$ cat src/rtl/fp_conv_arbiter.sv
// fp_conv_arbiter
//   Round-robin arbiter and sequencer in front of one shared
//   floating_point_converter. A requester is granted, its 12-bit
//   two's-complement operand is registered, and the converted
//   sign/exponent/significand is returned over a valid/ready response port.
//
//   clk, rst                    clock, synchronous active-high reset
//   req[NUM_REQ]                per-requester level request
//   req_data[12*NUM_REQ]        operands, requester k at [12k+11:12k]
//   gnt[NUM_REQ]                one-hot pulse: operand captured
//   resp_valid / resp_ready     response handshake
//   resp_id, resp_s/e/f         tagged conversion result
//   busy                        registered (state != IDLE)

// floating_point_converter
//   D (12-bit two's complement) -> S, E (3-bit), F (4-bit), value ~ F * 2^E.
//   Magnitude is normalised so F holds the 4 bits starting at the leading one,
//   rounded by the next bit; -2048 and rounding overflow at E=7 saturate.
module floating_point_converter (
    input  logic [11:0] D,
    output logic        S,
    output logic [2:0]  E,
    output logic [3:0]  F
);
    logic [11:0] mag;
    logic [2:0]  e_raw;
    logic [12:0] ext;
    logic [4:0]  sum;

    always_comb begin
        S     = D[11];
        mag   = D[11] ? (~D + 12'd1) : D;
        if (D == 12'h800) begin
            mag = 12'h7FF;
        end

        // Exponent = position of the leading one minus 3 (0 when below 16).
        e_raw = '0;
        for (int unsigned i = 4; i < 11; i++) begin
            if (mag[i]) begin
                e_raw = 3'(i - 3);
            end
        end

        // One extra LSB carries the rounding bit through the shift.
        ext = {mag, 1'b0} >> e_raw;
        sum = {1'b0, ext[4:1]} + {4'b0, ext[0]};

        if (sum[4]) begin
            if (e_raw == 3'd7) begin
                E = 3'd7;
                F = 4'hF;
            end else begin
                E = e_raw + 3'd1;
                F = 4'b1000;
            end
        end else begin
            E = e_raw;
            F = sum[3:0];
        end
    end
endmodule

module fp_conv_arbiter #(
    parameter int NUM_REQ = 4,
    parameter int ID_W    = 2
) (
    input  logic                  clk,
    input  logic                  rst,
    input  logic [NUM_REQ-1:0]    req,
    input  logic [12*NUM_REQ-1:0] req_data,
    output logic [NUM_REQ-1:0]    gnt,
    output logic                  resp_valid,
    input  logic                  resp_ready,
    output logic [ID_W-1:0]       resp_id,
    output logic                  resp_s,
    output logic [2:0]            resp_e,
    output logic [3:0]            resp_f,
    output logic                  busy
);
    typedef enum logic [1:0] {
        IDLE,
        CONV,
        RESP
    } state_t;

    state_t state_q, state_d;

    logic [ID_W-1:0]    rr_ptr_q, rr_ptr_d;
    logic [11:0]        operand_q, operand_d;
    logic [ID_W-1:0]    id_q, id_d;
    logic [NUM_REQ-1:0] gnt_q, gnt_d;
    logic               resp_valid_q, resp_valid_d;
    logic [ID_W-1:0]    resp_id_q, resp_id_d;
    logic               resp_s_q, resp_s_d;
    logic [2:0]         resp_e_q, resp_e_d;
    logic [3:0]         resp_f_q, resp_f_d;
    logic               busy_q, busy_d;

    logic               conv_s;
    logic [2:0]         conv_e;
    logic [3:0]         conv_f;

    logic               found;
    logic [ID_W-1:0]    win;
    logic [ID_W-1:0]    win_next;
    int unsigned        idx;

    floating_point_converter u_conv (
        .D (operand_q),
        .S (conv_s),
        .E (conv_e),
        .F (conv_f)
    );

    // Round-robin search starting at rr_ptr_q, wrapping modulo NUM_REQ.
    always_comb begin
        found = 1'b0;
        win   = '0;
        idx   = 0;
        for (int unsigned i = 0; i < NUM_REQ; i++) begin
            idx = i + int'(rr_ptr_q);
            if (idx >= NUM_REQ) begin
                idx = idx - NUM_REQ;
            end
            if (!found && req[idx]) begin
                found = 1'b1;
                win   = ID_W'(idx);
            end
        end
        if (int'(win) == NUM_REQ - 1) begin
            win_next = '0;
        end else begin
            win_next = win + ID_W'(1);
        end
    end

    // State register
    always_ff @(posedge clk) begin
        if (rst) begin
            state_q <= IDLE;
        end else begin
            state_q <= state_d;
        end
    end

    // Next-state logic
    always_comb begin
        state_d = state_q;
        case (state_q)
            IDLE:    if (found)      state_d = CONV;
            CONV:                    state_d = RESP;
            RESP:    if (resp_ready) state_d = IDLE;
            default:                 state_d = IDLE;
        endcase
    end

    // Output / datapath next values
    always_comb begin
        rr_ptr_d     = rr_ptr_q;
        operand_d    = operand_q;
        id_d         = id_q;
        gnt_d        = '0;
        resp_valid_d = resp_valid_q;
        resp_id_d    = resp_id_q;
        resp_s_d     = resp_s_q;
        resp_e_d     = resp_e_q;
        resp_f_d     = resp_f_q;
        case (state_q)
            IDLE: begin
                if (found) begin
                    operand_d = req_data[int'(win)*12 +: 12];
                    id_d      = win;
                    gnt_d     = NUM_REQ'(1) << win;
                    rr_ptr_d  = win_next;
                end
            end
            CONV: begin
                resp_s_d     = conv_s;
                resp_e_d     = conv_e;
                resp_f_d     = conv_f;
                resp_id_d    = id_q;
                resp_valid_d = 1'b1;
            end
            RESP: begin
                if (resp_ready) begin
                    resp_valid_d = 1'b0;
                end
            end
            default: begin
                resp_valid_d = 1'b0;
            end
        endcase
        busy_d = (state_d != IDLE);
    end

    always_ff @(posedge clk) begin
        if (rst) begin
            rr_ptr_q     <= '0;
            operand_q    <= '0;
            id_q         <= '0;
            gnt_q        <= '0;
            resp_valid_q <= 1'b0;
            resp_id_q    <= '0;
            resp_s_q     <= 1'b0;
            resp_e_q     <= '0;
            resp_f_q     <= '0;
            busy_q       <= 1'b0;
        end else begin
            rr_ptr_q     <= rr_ptr_d;
            operand_q    <= operand_d;
            id_q         <= id_d;
            gnt_q        <= gnt_d;
            resp_valid_q <= resp_valid_d;
            resp_id_q    <= resp_id_d;
            resp_s_q     <= resp_s_d;
            resp_e_q     <= resp_e_d;
            resp_f_q     <= resp_f_d;
            busy_q       <= busy_d;
        end
    end

    assign gnt        = gnt_q;
    assign resp_valid = resp_valid_q;
    assign resp_id    = resp_id_q;
    assign resp_s     = resp_s_q;
    assign resp_e     = resp_e_q;
    assign resp_f     = resp_f_q;
    assign busy       = busy_q;
endmodule

$ cat config.mk
export PLATFORM = sky130hd
export DESIGN_NAME = fp_conv_arbiter
export DESIGN_NICKNAME = d
export VERILOG_FILES = /design/src/rtl/fp_conv_arbiter.sv
export SDC_FILE = /design/constraint.sdc
export NUM_CORES = 1
export LEC_CHECK = 0
export BUFFER_PORTS_ARGS = -buffer_cell sky130_fd_sc_hd__buf_4
export CAP_MARGIN = 20
export CORE_ASPECT_RATIO = 2
export CORE_UTILIZATION = 57
export CTS_CLUSTER_DIAMETER = 200
export DETAILED_ROUTE_END_ITERATION = 7
export GPL_ROUTABILITY_DRIVEN = 0
export PLACE_DENSITY = 0.85
export SLEW_MARGIN = 10
export SYNTH_ARGS = -nofsm -noshare
export SYNTH_HDL_FRONTEND = slang
export SYNTH_SLANG_ARGS = --single-unit
$ cat constraint.sdc
create_clock -name clk -period 8.7 [get_ports clk]
set_input_delay 0.435 -clock clk [delete_from_list [all_inputs] [get_ports clk]]
set_output_delay 0.435 -clock clk [all_outputs]
set_load 0.02 [all_outputs]
==> results.md <==
- CTS clk-pin slew, worst paths: 0.07 ns
- Sink Count: 34
- Input/output buffers: 70
- Non-filler cells, final: 470
- Critical Path Max Stage Delay: 0.70 ns
- CP Data Required Time: 8.86 ns
- Placed cell count: 462
- Distinct cell type count after synthesis: 60
- Critical path's top delay family: simple AND/OR/NAND/NOR gates
- Fin util: 0.747
- CTS tree: built
- Slew Limit Fails: 0
- Width of the die: 50.2 microns
- Post-layout net count: 475
- Hold-fix buffers at CTS: 0
- Post-Syn Area: 2650 sq um
- CP max stage cell: dfxtp_1
- Hold Slack: 0.459 ns
- Number of flops mapped to enable cells by yosys: 0
- Final Hold Viols: 0
- Crit Path Class: reg2reg
- Final setup TNS: 0 ns
- Ratio of cells with drive above 1 in the final layout: 0.238
- M1 GR Usage: 0.293
- Residual DRC: 0
- Critical R2R Capture: resp_f[3]
- Fin crit period: 4.30 ns
- Synth Flop Type: dfxtp_1
- Root Buffer: clkbuf_8
- Vias: 2858
- Sequential-to-total area share from yosys stat: 0.257
- Worst-Skew Late Latency: 0.28 ns
- Cts bufs inserted: 5
- # setup viols final: 0
- FF-to-FF setup slack: 4.40 ns
- CORE AREA: 4380 sq um
- # Post-CTS Setup Buffers: 0
- Post-DP HPWL: 5270 microns
- Syn nets: 422
- Drt via density: 6.08
- Max-cap viol count: 0
- RSZ-0062 raised after global routing: false
- Synth warn: 0
- #FFs+latches synth: 34
- Vias in the first global route: 2737
- CP bufs+invs: 1
- Total Routing Usage GR: 0.294
- Largest net degree at the start of global routing: 34
- Status: complete, no violations
- Congestion Overflow GR: 0
- Hold path cells: 4
- Post-CTS resize count: 0
- HP Start: resp_ready
- Max H-tree Level: 2
- Worst-path maximum fanout: 20
- Period utilization: 0.495
- GRT busiest layer: met2
- GRT met2 Usage: 0.571
- FP Rows: 34
- Initial antenna violation count: 0
- Syn_area_per_cell: 7.30 sq um
- Die H: 98.4 microns
- Ant diodes: 0
- Maximum clock insertion buffer count: 2
- DR iter-0 viols: 42
- Area Growth Syn to Fin: 23.6%
- Worst slew pin tran: 0.854 ns
- Worst min path class: in2reg
- Max Clock Freq: 0.232 GHz
- Pwr dens: 294 nW/um^2
- Ports: 71
- Critical Path AT: 4.47 ns
- Global routing usage on met3: 0.0312
- Post-synth ARST share: 0
- Leakage: 0.00137 uW
- Worst R2R Path Depth: 15
- First-pass GRT wire length: 11500 microns
- Initial Utilization: 0.605
- Crit start category: register
- Slew HR: 0.431
- Hold EP: resp_valid
- Design Area, Final: 3270 sq um
- VDD IR max: 0.000206 V
- Antenna Violating Nets Remaining: 0
- Die area: 4940 sq um
- Mapped Cells: 363
- Placed Area: 3150 sq um
- Routed len/inst: 14.6 microns
- FF-to-FF Start: operand_q[11]
- CP Capture Type: register
- CP cell instances: nor4b_1 -> a21oi_1 -> mux2i_1 -> o311ai_1 -> and2_4 -> mux2_4 -> nor2_1 -> a21oi_1 -> a21o_1 -> ha_1 -> ha_1 -> inv_1 -> o211ai_1 -> nor4b_4 -> a2111oi_2
- Routed Wire Length: 6870 microns
- TritonRoute pass-1 iters: 4
- Post-Route Skew: 0.00977 ns
-- cell usage after synthesis (2+ instances only) --
library cell  instances  area [sq um]
nand2_1              51           191
nor2_1               44           165
a21oi_1              34           170
dfxtp_1              34           681
clkbuf_1             24          90.1
a311oi_1             16           140
a211oi_1             14           105
and2_1               12          75.1
inv_1                12          45.0
o21ai_0              12          60.1
nor4_1                8          50.1
nand3_1               6          30.0
and3_1                5          31.3
nor3_1                5          25.0
o211ai_1              5          37.5
o21a_1                5          37.5
ha_1                  4          50.1
mux2i_1               4          40.0
nor2b_1               4          25.0
a21o_1                3          22.5
buf_6                 3          33.8
mux2_2                3          33.8
nand2b_1              3          18.8
o311ai_1              3          26.3
xnor2_1               3          26.3
a221o_1               2          20.0
a31oi_1               2          12.5
buf_1                 2          7.51
mux2_4                2          30.0
nand3b_1              2          15.0
nor4b_1               2          17.5
o22ai_1               2          12.5
o31ai_1               2          15.0
o41ai_1               2          17.5
or3_1                 2          12.5
xor2_1                2          17.5
-- routing by layer --
metal	share of wire	vias up
li1	-	1440
met2	0.56	71
met4	0.032	0
met3	0.024	19
met1	0.38	1328
met5	0	-
-- power by group --
part	switching, uW	internal (uW)	total, uW
Combinational	349	245	593
Sequential	41.9	184	226
Clock	52.8	91.6	144
Total	443	520	964
-- flip-flops by register name (all words and copies together), names as in the netlist, 2 cells and up, named ones only --
| signal | count |
|---|---|
| operand_q | 12 |
| gnt | 4 |
| resp_f | 4 |
| resp_e | 3 |
| id_q | 2 |
| resp_id | 2 |
| state_q | 2 |
-- worst reg2reg max path: stages, from the launching register on --
cell and delay [ns]:
dfxtp_1 0.70, nor4b_1 0.69, a21oi_1 0.22, mux2i_1 0.39, o311ai_1 0.22, and2_4 0.24
mux2_4 0.31, nor2_1 0.10, a21oi_1 0.06, a21o_1 0.21, ha_1 0.22, ha_1 0.24
inv_1 0.10, o211ai_1 0.13, nor4b_4 0.29, a2111oi_2 0.08
-- worst max path at each step --
stage	from	to	slack (ns)	cells past startpoint
final	operand_q[11]	resp_f[3]	4.40	15
after global routing	operand_q[11]	resp_f[3]	4.04	15
after CTS	operand_q[11]	resp_f[3]	4.38	13
after detailed placement	operand_q[11]	resp_f[3]	4.36	13
after global placement	operand_q[11]	resp_f[3]	4.50	15
after floorplan	operand_q[2]	resp_f[3]	4.79	19
-- layout by cell type, fill, tap and decap left out, drive strengths merged, types with 4 or more instances in the layout --
cell     n
nor3     5
nor4     8
mux2i    4
and3     5
dfxtp   34
nand3    6
a211oi  14
buf     75
a311oi  16
o21ai   14
nand2   51
a21oi   34
inv     12
o211ai   5
nor2    44
nor2b    4
and2    13
ha       4
o21a     5
clkbuf   6
mux2     5
-- final cells by class --
type | count | area, sq um
fillers | 371 | 1110
well taps | 54 | 67.6
inverters | 12 | 45.0
flip-flops and latches | 34 | 681
multi-input cells | 288 | 1800
repair buffers | 75 | 563
clock buffers | 6 | 82.6
clock inverters | 1 | 30.0
-- stage by stage --
step	power, uW	setup slack (ns)
6_report	964	4.40
4_1_cts	959	4.38
3_3_place_gp	798	4.50
5_1_grt	1040	4.04
2_1_floorplan	683	4.79
3_5_place_dp	811	4.36
-- kinds of logic (layout without fill, tap and decap cells) --
logic type | Yosys count | in the layout | share of synthesized area
AND/OR/NAND/NOR | 153 | 153 | 0.283
multiplexers | 9 | 9 | 0.0392
AO/OA/AOI/OAI | 117 | 117 | 0.318
flip-flops | 34 | 34 | 0.257
XOR/XNOR | 5 | 5 | 0.0165
adder cells (fa/ha/maj) | 4 | 4 | 0.0189
buffers and inverters | 41 | 94 | 0.0666
Note: power is estimated with default switching activity, not from simulation.
